[src/rtl/muldiv_unit_pkg.sv]
// Shared definitions for the iterative multiply/divide unit: op codes,
// MIPS funct codes for the HI/LO instructions and FSM state encodings.
package muldiv_unit_pkg;

    localparam int MD_OP_WIDTH = 3;

    typedef enum logic [MD_OP_WIDTH-1:0] {
        MD_OP_MULT  = 3'd0,
        MD_OP_MULTU = 3'd1,
        MD_OP_DIV   = 3'd2,
        MD_OP_DIVU  = 3'd3,
        MD_OP_MTHI  = 3'd4,
        MD_OP_MTLO  = 3'd5
    } md_op_e;

    // Decoder-side funct codes for the instructions this unit serves.
    localparam logic [5:0] FUNCT_MULT  = 6'h18;
    localparam logic [5:0] FUNCT_MULTU = 6'h19;
    localparam logic [5:0] FUNCT_DIV   = 6'h1A;
    localparam logic [5:0] FUNCT_DIVU  = 6'h1B;
    localparam logic [5:0] FUNCT_MFHI  = 6'h10;
    localparam logic [5:0] FUNCT_MTHI  = 6'h11;
    localparam logic [5:0] FUNCT_MFLO  = 6'h12;
    localparam logic [5:0] FUNCT_MTLO  = 6'h13;

    typedef enum logic [2:0] {
        ST_IDLE = 3'd0,
        ST_MUL  = 3'd1,
        ST_DIV  = 3'd2,
        ST_FIX  = 3'd3,
        ST_ZERO = 3'd4
    } md_state_e;

endpackage

[src/rtl/muldiv_unit_if.sv]
// EX-stage issue/flush inputs and HI/LO, busy/done outputs of muldiv_unit.
interface muldiv_unit_if #(
    parameter int DATA_WIDTH = 32
);
    import muldiv_unit_pkg::*;

    logic                   md_i_start;
    logic [MD_OP_WIDTH-1:0] md_i_op;
    logic [DATA_WIDTH-1:0]  md_i_rs;
    logic [DATA_WIDTH-1:0]  md_i_rt;
    logic                   md_i_flush;
    logic                   md_o_busy;
    logic                   md_o_done;
    logic                   md_o_div_by_zero;
    logic [DATA_WIDTH-1:0]  md_o_hi;
    logic [DATA_WIDTH-1:0]  md_o_lo;

    modport master (
        output md_i_start, md_i_op, md_i_rs, md_i_rt, md_i_flush,
        input  md_o_busy, md_o_done, md_o_div_by_zero, md_o_hi, md_o_lo
    );

    modport slave (
        input  md_i_start, md_i_op, md_i_rs, md_i_rt, md_i_flush,
        output md_o_busy, md_o_done, md_o_div_by_zero, md_o_hi, md_o_lo
    );

endinterface

[src/rtl/muldiv_step.sv]
// One combinational iteration on the 2N-bit accumulator {upper, lower}:
// shift-add for multiply, restoring shift-subtract for divide.
module muldiv_step #(
    parameter int DATA_WIDTH = 32
) (
    input  logic                    div_mode,
    input  logic [2*DATA_WIDTH-1:0] acc,
    input  logic [DATA_WIDTH-1:0]   opnd,
    output logic [2*DATA_WIDTH-1:0] acc_next
);
    localparam int N = DATA_WIDTH;

    logic [N:0]   sum;
    logic [N:0]   part_rem;
    logic [N-1:0] diff;
    logic         borrow;

    // NOTE: combinational logic uses blocking assignments and gives every
    //       output a value on every path, so no latch is inferred.
    always_comb begin
        sum      = {1'b0, acc[2*N-1:N]} + (acc[0] ? {1'b0, opnd} : '0);
        part_rem = {acc[2*N-1:N], acc[N-1]};
        borrow   = part_rem < {1'b0, opnd};
        // The remainder after a successful subtract is below opnd, so N bits hold it.
        diff     = part_rem[N-1:0] - opnd;
        if (div_mode) begin
            acc_next = borrow ? {part_rem[N-1:0], acc[N-2:0], 1'b0}
                              : {diff,            acc[N-2:0], 1'b1};
        end else begin
            acc_next = {sum, acc[N-1:1]};
        end
    end

endmodule

[src/rtl/muldiv_unit.sv]
// Iterative MIPS multiply/divide unit owning HI/LO; sign-magnitude datapath
// with N iterations followed by a sign-fix cycle.
module muldiv_unit
    import muldiv_unit_pkg::*;
#(
    parameter int DATA_WIDTH = 32,
    parameter int CNT_WIDTH  = $clog2(DATA_WIDTH)
) (
    input  logic          md_i_clk,
    input  logic          md_i_rst_n,
    muldiv_unit_if.slave  bus
);
    localparam int N = DATA_WIDTH;

    md_state_e            state, state_next;
    md_op_e               op;
    logic [CNT_WIDTH-1:0] cnt;
    logic [2*N-1:0]       acc, acc_step, prod;
    logic [N-1:0]         opnd, hi, lo, quo, rem, fix_hi, fix_lo;
    logic                 neg_q, neg_r, is_div, done, dbz;
    logic                 accept, finish, last_iter, signed_op, rt_zero;

    function automatic logic [N-1:0] magnitude(input logic [N-1:0] v, input logic is_signed);
        // -2^(N-1) maps onto itself, which read unsigned is the correct magnitude.
        return (is_signed && v[N-1]) ? -v : v;
    endfunction

    assign op        = md_op_e'(bus.md_i_op);
    assign signed_op = (op == MD_OP_MULT) || (op == MD_OP_DIV);
    assign rt_zero   = (bus.md_i_rt == '0);
    assign last_iter = (cnt == CNT_WIDTH'(N - 1));
    assign finish    = ((state == ST_FIX) || (state == ST_ZERO)) && !bus.md_i_flush;

    muldiv_step #(.DATA_WIDTH(N)) u_step (
        .div_mode (state == ST_DIV),
        .acc      (acc),
        .opnd     (opnd),
        .acc_next (acc_step)
    );

    always_ff @(posedge md_i_clk or negedge md_i_rst_n) begin
        if (!md_i_rst_n) state <= ST_IDLE;
        else             state <= state_next;
    end

    always_comb begin
        state_next = state;
        accept     = 1'b0;
        unique case (state)
            ST_IDLE: begin
                if (bus.md_i_start && !bus.md_i_flush) begin
                    accept = 1'b1;
                    case (op)
                        MD_OP_MULT, MD_OP_MULTU: state_next = ST_MUL;
                        MD_OP_DIV,  MD_OP_DIVU:  state_next = rt_zero ? ST_ZERO : ST_DIV;
                        default:                 state_next = ST_IDLE;
                    endcase
                end
            end
            ST_MUL, ST_DIV: begin
                if (bus.md_i_flush)  state_next = ST_IDLE;
                else if (last_iter)  state_next = ST_FIX;
            end
            ST_FIX, ST_ZERO: state_next = ST_IDLE;
            default:         state_next = ST_IDLE;
        endcase
    end

    // Sign fix-up: quotient/product by XOR of operand signs, remainder by sign of rs.
    always_comb begin
        prod   = neg_q ? -acc : acc;
        quo    = neg_q ? -acc[N-1:0]   : acc[N-1:0];
        rem    = neg_r ? -acc[2*N-1:N] : acc[2*N-1:N];
        fix_hi = is_div ? rem : prod[2*N-1:N];
        fix_lo = is_div ? quo : prod[N-1:0];
    end

    // NOTE: HI/LO and the datapath are reset asynchronously because the
    //       hazard unit reads HI/LO and busy immediately after reset.
    always_ff @(posedge md_i_clk or negedge md_i_rst_n) begin
        if (!md_i_rst_n) begin
            cnt    <= '0;
            acc    <= '0;
            opnd   <= '0;
            hi     <= '0;
            lo     <= '0;
            neg_q  <= 1'b0;
            neg_r  <= 1'b0;
            is_div <= 1'b0;
            done   <= 1'b0;
            dbz    <= 1'b0;
        end else begin
            done <= 1'b0;
            dbz  <= 1'b0;
            if (accept) begin
                case (op)
                    MD_OP_MTHI: hi <= bus.md_i_rs;
                    MD_OP_MTLO: lo <= bus.md_i_rs;
                    MD_OP_MULT, MD_OP_MULTU, MD_OP_DIV, MD_OP_DIVU: begin
                        cnt    <= '0;
                        opnd   <= magnitude(bus.md_i_rt, signed_op);
                        // Divide-by-zero keeps raw rs so it lands unchanged in HI.
                        acc    <= {{N{1'b0}}, rt_zero ? bus.md_i_rs
                                                      : magnitude(bus.md_i_rs, signed_op)};
                        neg_q  <= signed_op && (bus.md_i_rs[N-1] ^ bus.md_i_rt[N-1]);
                        neg_r  <= signed_op && bus.md_i_rs[N-1];
                        is_div <= (op == MD_OP_DIV) || (op == MD_OP_DIVU);
                    end
                    default: ;
                endcase
            end else if ((state == ST_MUL) || (state == ST_DIV)) begin
                acc <= acc_step;
                cnt <= cnt + 1'b1;
            end else if (finish) begin
                done <= 1'b1;
                if (state == ST_ZERO) begin
                    hi  <= acc[N-1:0];
                    lo  <= '1;
                    dbz <= 1'b1;
                end else begin
                    hi <= fix_hi;
                    lo <= fix_lo;
                end
            end
        end
    end

    assign bus.md_o_busy        = (state != ST_IDLE);
    assign bus.md_o_done        = done;
    assign bus.md_o_div_by_zero = dbz;
    assign bus.md_o_hi          = hi;
    assign bus.md_o_lo          = lo;

endmodule

[src/flat_wrapper.sv]
// flat-port wrapper written by rule: the top's interface ports become plain ports
module muldiv_unit_flat import muldiv_unit_pkg::*;
#(
    parameter int DATA_WIDTH = 32,
    parameter int CNT_WIDTH  = $clog2(DATA_WIDTH)
)
  (md_i_clk, md_i_rst_n, bus_md_i_start, bus_md_i_op, bus_md_i_rs, bus_md_i_rt, bus_md_i_flush, bus_md_o_busy, bus_md_o_done, bus_md_o_div_by_zero, bus_md_o_hi, bus_md_o_lo);
  muldiv_unit_if #(.DATA_WIDTH(DATA_WIDTH)) bus_i ();
  input  logic md_i_clk;
  input  logic md_i_rst_n;
  input wire logic [$bits(bus_i.md_i_start)-1:0] bus_md_i_start;
  input wire logic [$bits(bus_i.md_i_op)-1:0] bus_md_i_op;
  input wire logic [$bits(bus_i.md_i_rs)-1:0] bus_md_i_rs;
  input wire logic [$bits(bus_i.md_i_rt)-1:0] bus_md_i_rt;
  input wire logic [$bits(bus_i.md_i_flush)-1:0] bus_md_i_flush;
  output wire logic [$bits(bus_i.md_o_busy)-1:0] bus_md_o_busy;
  output wire logic [$bits(bus_i.md_o_done)-1:0] bus_md_o_done;
  output wire logic [$bits(bus_i.md_o_div_by_zero)-1:0] bus_md_o_div_by_zero;
  output wire logic [$bits(bus_i.md_o_hi)-1:0] bus_md_o_hi;
  output wire logic [$bits(bus_i.md_o_lo)-1:0] bus_md_o_lo;
  assign bus_i.md_i_start = bus_md_i_start;
  assign bus_i.md_i_op = bus_md_i_op;
  assign bus_i.md_i_rs = bus_md_i_rs;
  assign bus_i.md_i_rt = bus_md_i_rt;
  assign bus_i.md_i_flush = bus_md_i_flush;
  assign bus_md_o_busy = bus_i.md_o_busy;
  assign bus_md_o_done = bus_i.md_o_done;
  assign bus_md_o_div_by_zero = bus_i.md_o_div_by_zero;
  assign bus_md_o_hi = bus_i.md_o_hi;
  assign bus_md_o_lo = bus_i.md_o_lo;
  muldiv_unit #(.DATA_WIDTH(DATA_WIDTH), .CNT_WIDTH(CNT_WIDTH)) u_core (.md_i_clk(md_i_clk), .md_i_rst_n(md_i_rst_n), .bus(bus_i));
endmodule
[config.mk]
export PLATFORM = sky130hd
export DESIGN_NAME = muldiv_unit_flat
export DESIGN_NICKNAME = d
export VERILOG_FILES = /design/src/rtl/muldiv_unit_pkg.sv /design/src/rtl/muldiv_unit_if.sv /design/src/rtl/muldiv_step.sv /design/src/rtl/muldiv_unit.sv /design/src/flat_wrapper.sv
export SDC_FILE = /design/constraint.sdc
export NUM_CORES = 1
export LEC_CHECK = 0
export BUFFER_PORTS_ARGS = -buffer_cell sky130_fd_sc_hd__buf_4
export CELL_PAD_IN_SITES_DETAIL_PLACEMENT = 1
export CELL_PAD_IN_SITES_GLOBAL_PLACEMENT = 1
export CORE_UTILIZATION = 50
export CTS_BUF_LIST = sky130_fd_sc_hd__clkbuf_2 sky130_fd_sc_hd__clkbuf_4 sky130_fd_sc_hd__clkbuf_8
export CTS_CLUSTER_SIZE = 12
export DETAILED_ROUTE_END_ITERATION = 10
export HOLD_SLACK_MARGIN = 0.03
export PLACE_DENSITY_LB_ADDON = 0.25
export SYNTH_ARGS = -nofsm -noshare
export SYNTH_HDL_FRONTEND = slang
export SYNTH_SLANG_ARGS = --single-unit
[constraint.sdc]
create_clock -name md_i_clk -period 4.7 [get_ports md_i_clk]
set_input_delay 0.94 -clock md_i_clk [delete_from_list [all_inputs] [get_ports md_i_clk]]
set_output_delay 0.94 -clock md_i_clk [all_outputs]
set_load 0.05 [all_outputs]
## After elaboration in Yosys (flattened, before gate mapping)

Index checks and enable logic that the tools add are counted.

- Bits in registers: 173
- Input port bits: 71
- Output and inout port bits: 67
- Logic and storage cells: 104

- Add/subtract/negate cells: 8
- $lt $le $gt $ge: 1
- Eq/ne operators: 16
- Multiplexer cells: 42
- Bitwise gates (word level): 1
- Reductions and logical operators: 25

Operators with widths:

| cell | count |
|---|---|
| 32-bit 2-to-1 mux | 18 |
| 64-bit 2-to-1 mux | 6 |
| 32-bit negation | 4 |
| 64-bit negation | 1 |
| 32-bit by 33-bit adder with 33-bit output | 1 |
| 33-bit by 32-bit < comparator with 1-bit output | 1 |
| 32-bit zero test | 1 |
| 32-bit subtractor | 1 |
| 5-bit 2-to-1 mux | 3 |
| 3-bit by 2-bit == test with 1-bit output, second input constant | 4 |
| 3-bit 2-to-1 mux | 4 |
| 3-bit one-hot mux with 2 select lines | 2 |
| 3-bit == test, second input constant | 3 |
| 1-bit 2-to-1 mux | 9 |
| 3-bit by 1-bit == test with 1-bit output, second input constant | 2 |
| 3-bit zero test | 2 |
| 2-bit != test, second input constant | 3 |
| 2-bit AND reduction | 3 |
| 3-bit AND reduction | 2 |
| 2-bit OR reduction | 3 |
| 5-bit by 1-bit adder with 5-bit output, second input constant | 1 |
| 5-bit == test, second input constant | 1 |
| 1-bit logical AND | 5 |
| 1-bit logical OR | 4 |
| other kinds (7) | 9 |

## Longest topological paths before layout

- Depth in word-level cells: 7
- Gate-level depth with buffers: 14
- Depth with buffers taken out: 13

## Modules after synthesis

Synthesis repeated with hierarchy kept, for this count alone.

- Cells, all modules: 2010
- Area total of the unflattened synthesis: 15698.8 µm²

Modules (own cells, without submodules):

| module | instances | cells an instance | area each (µm²) | sequential area each (µm²) |
|---|---|---|---|---|
| muldiv_unit | 1 | 1333 | 10939.2 | 4329.2 |
| muldiv_step | 1 | 677 | 4759.6 | 0.0 |

## Least setup slack after synthesis

Ideal clock, no wire load.

- Path type: input port to flip-flop
- Start: input bus_md_i_rt[3]
- End: register u_core.acc[29]
- Setup time: 0.104 ns
- Arrival: 3.244 ns
- Data required time: 4.596 ns
- Slack: 1.352 ns
- Stages on the path: 11
- Path buffers: 3
- Cells stage by stage: or3_1 -> nor3b_1 -> and4b_1 -> clkbuf_1 -> nand3_1 -> and3_1 -> buf_2 -> buf_2 -> o41ai_1 -> xor2_1 -> a221oi_1

- Cells in the longest elaborated chain, start to end: 4

RTL lines:

| item | line | source |
|---|---|---|
| from (decl) | flat_wrapper.sv:14 | `input wire logic [$bits(bus_i.md_i_rt)-1:0] bus_md_i_rt;` |
| 32-bit zero test | muldiv_unit.sv:30 | `assign rt_zero = (bus.md_i_rt == '0);` |
| 32-bit 2-to-1 mux | muldiv_unit.sv:103 | `acc <= {{N{1'b0}}, rt_zero ? bus.md_i_rs` |
| 64-bit 2-to-1 mux | muldiv_unit.sv:96 | `case (op)` |
| 64-bit 2-to-1 mux | muldiv_unit.sv:95 | `if (accept) begin` |
| to (signal assigned) | muldiv_unit.sv:103 |  |
| to (signal assigned) | muldiv_unit.sv:112 | `acc <= acc_step;` |
| to (decl) | muldiv_unit.sv:18 | `logic [2*N-1:0] acc, acc_step, prod;` |

No other way between the ends. The select of a mux whose other input is x is not followed.
A chain may end at the register's enable or synchronous reset.

## Final worst setup path

- Start: register u_core.acc[31]
- End: register u_core.acc[62]

- Cells in the longest elaborated chain, start to end: 5
- Elaborated cells between the ends (all ways): 6
- Those cells by class: 1 x add/sub; 1 x order compare; 4 x mux

RTL lines:

| item | line | source |
|---|---|---|
| 32-bit subtractor or 33-bit by 32-bit < comparator with 1-bit output (tied branches) | muldiv_step.sv:25, muldiv_step.sv:23 |  |
| 64-bit 2-to-1 mux * | muldiv_step.sv:27 | `acc_next = borrow ? {part_rem[N-1:0], acc[N-2:0], 1'b0}` |
| 64-bit 2-to-1 mux * | muldiv_step.sv:26 | `if (div_mode) begin` |
| 64-bit 2-to-1 mux * | muldiv_unit.sv:111 | `end else if ((state == ST_MUL) \|\| (state == ST_DIV)) begin` |
| 64-bit 2-to-1 mux * | muldiv_unit.sv:95 |  |

Every way passes the cells marked *; elsewhere a longest branch is shown, timed or not. The select of a mux whose other input is x is not followed.

==> run metrics <==
Crit Path Class reg -> reg; Setup Buffers After CTS 0; CTS Sinks 173; Synth Warn # 0; total CTS buffers 17; initial antenna violation count 0; R2R Setup Slk 0.69 ns; Iter 0 DRT Violations 1,213; Final min period 4.014 ns; IO Port Bufs between 100 and 150; period utilisation layout between 80% and 90%; data arrival time of the critical path ~4.4 ns; CTS Hold Bufs 0; gr ovfl total 0; DRT Pass-1 Iters 5; Worst Setup End Kind flop; number of max-cap violations 0; htree depth 4; TritonCTS clock tree built; Root Driver clkbuf_8; Yosys reg bits 173; gpl congestion about 0.9; final setup fails 0; Die X approximately 170 um; post-route ant nets 0; Final Skew roughly 0.019 ns; die area between 20,000 and 30,000 um2; slew of the pin with the lowest slew margin roughly 1.2 ns; run status finished clean; Post-Syn Instances 1,891; FP Rows 61; layout overhead on the synthesized area 11.75%; dominant synthesized flop cell dfrtp_1; crit path launch type flop; first-pass GRT wire length 83,950 um; core area 28,090 um2; RSZ-0062 raised after global routing no; routed len/inst about 22 um; GRT Total Usage between 30% and 40%; Async SR Flop Fraction between 90% and 100%; Synth top area share ~30%; Slew headroom 19.33%; NumNets Final around 2,100; Post-Route WL about 53,000 um; Worst-Skew Late Latency roughly 0.5 ns; post-synth top area cell dfrtp_1; Hold Vio Cnt, Final 0; drt drc 0; Clock Tree Buf Depth 2; setup TNS 0 ns; FMAX between 200 and 250 MHz; Vias per Instance ~6.4; sequential fraction of the synthesis area 29.94%; synthesized area around 14,000 um2; Post-synth EDFFs 0; ANT cells 0; clk slew on worst S/H paths 0.10 ns; IO Pins 138; Die Span Y ~170 um; post-cts sizing count 0; Post-DP HPWL between 30,000 and 40,000 um; vias in the first global route 15,420; Slew Limit Fails 0; Hold WC Path Type in -> async; largest net degree at the start of global routing 89; CP max FO 3; via count 15,110; CP required approximately 5.1 ns; Cell variety after synth 77; largest cells by area after synthesis dfrtp_1, o21ai_0, xnor2_1; Initial Utilization roughly half; tightest hold margin around 0.46 ns; syn nets 2,034; layout cells sized above 1 11.63%; Avg Inst Size Synth between 7 and 8 um2
-- metrics by stage --
| stage | util [%] | cells | area, um2 | setup WS (ns) |
|---|---|---|---|---|
| 2_1_floorplan | - | 1891 | 14460 | 1.352 |
| 3_3_place_gp | 56.20 | 2316 | 15780 | 0.6299 |
| 3_5_place_dp | 56.20 | 2316 | 15780 | 0.5304 |
| 4_1_cts | 57.53 | 2347 | 16160 | 0.6938 |
| 5_1_grt | 57.53 | 2347 | 16160 | 0.3981 |
| 6_report | 57.53 | 2347 | 16160 | 0.6859 |
-- area by class of cell --
class | instances | area (um2)
Tap cell | 378 | 473.0
Sequential cell | 173 | 4329
Timing Repair Buffer | 171 | 1300
Multi-Input combinational cell | 1531 | 9445
Clock buffer | 19 | 261.5
Fill cell | 3596 | 11930
Clock inverter | 12 | 112.6
Inverter | 63 | 236.5
-- worst max-delay path, cell delays in order, from the launching register on --
cell and delay [ns]:
dfrtp_1 0.39, inv_1 0.22, ha_1 0.23, inv_1 0.06
fa_1 0.42, a211oi_1 0.40, o211ai_1 0.21, a31oi_1 0.34
a41oi_1 0.21, o31ai_1 0.52, o21ai_0 0.23, a221oi_1 0.32
xor2_1 0.19, o221ai_1 0.12
-- synthesized netlist by cell type, types with 11 or more instances --
| cell type | count |
|---|---|
| o21ai_0 | 196 |
| or3_1 | 17 |
| inv_1 | 63 |
| nand2_1 | 250 |
| a21o_1 | 30 |
| mux2i_1 | 16 |
| o21a_1 | 11 |
| a211oi_1 | 12 |
| a21oi_1 | 146 |
| nand2b_1 | 22 |
| nor2_1 | 180 |
| clkbuf_1 | 105 |
| nand4_1 | 11 |
| o31ai_1 | 33 |
| o211ai_1 | 18 |
| o22ai_1 | 37 |
| or4_1 | 14 |
| nand3_1 | 43 |
| a221oi_1 | 20 |
| nor3_1 | 32 |
| and3_1 | 22 |
| xor2_1 | 62 |
| a31oi_1 | 31 |
| ha_1 | 70 |
| dfrtp_1 | 173 |
| nor4_1 | 13 |
| xnor2_1 | 108 |
-- cells by family (layout without fill, tap and decap cells) --
| logic type | Yosys count | after routing | synth area share, % |
|---|---|---|---|
| XOR/XNOR | 170 | 170 | 10.30 |
| AND/OR/NAND/NOR | 659 | 659 | 21.12 |
| flip-flops | 173 | 173 | 29.94 |
| adder cells (fa/ha/maj) | 72 | 72 | 6.334 |
| buffers and inverters | 187 | 265 | 4.984 |
| multiplexers | 16 | 16 | 1.108 |
| AO/OA/AOI/OAI | 614 | 614 | 26.21 |
-- sequential cells by signal (all words and copies together), names as in the netlist --
signal,cells
u_core.bus.md_o_hi,32
u_core.bus.md_o_div_by_zero,1
u_core.bus.md_o_lo,32
u_core.neg_r,1
u_core.bus.md_o_done,1
u_core.neg_q,1
u_core.is_div,1
u_core.state,3
u_core.acc,64
u_core.cnt,5
u_core.opnd,32
-- per-layer routing --
layer / vias to the layer above / GRT usage (%) / routed length (um)
li1: 6908 / - / -
met1: 7411 / 45.22 / 21800
met2: 625 / 61.59 / 25210
met3: 167 / 4.669 / 3224
met4: 0 / 20.16 / 2543
met5: - / 0 / 0
-- layout by cell type (no fill, tap or decap), types with 22 or more instances in the layout --
cell,Yosys,layout
inv_1,63,63
nand2b_1,22,22
ha_1,70,70
o22ai_1,37,37
dfrtp_1,173,173
xor2_1,62,62
o21ai_0,196,196
o31ai_1,33,33
buf_4,0,169
and3_1,22,22
nand2_1,250,250
a31oi_1,31,31
nor3_1,32,32
a21oi_1,146,145
a21o_1,30,30
xnor2_1,108,108
nor2_1,180,177
nand3_1,43,43
-- worst paths after layout --
path	end	start	depth (start not counted)
setup / recovery	u_core.acc[62]$_DFFE_PN0P_	u_core.acc[31]$_DFFE_PN0P_	13
hold / removal	u_core.bus.md_o_hi[10]$_DFFE_PN0P_	md_i_rst_n	1
setup reg to reg	u_core.acc[62]$_DFFE_PN0P_	u_core.acc[31]$_DFFE_PN0P_	13
hold reg to reg	u_core.bus.md_o_lo[0]$_DFFE_PN0P_	u_core.bus.md_o_lo[0]$_DFFE_PN0P_	1
max in group asynchronous	u_core.acc[30]$_DFFE_PN0P_	md_i_rst_n	2
min in group md_i_clk	u_core.bus.md_o_lo[0]$_DFFE_PN0P_	u_core.bus.md_o_lo[0]$_DFFE_PN0P_	1
Power is left out: the tool's default activity adds up to more than one toggle a clock period on the data nets, which glitch-free logic cannot reach.
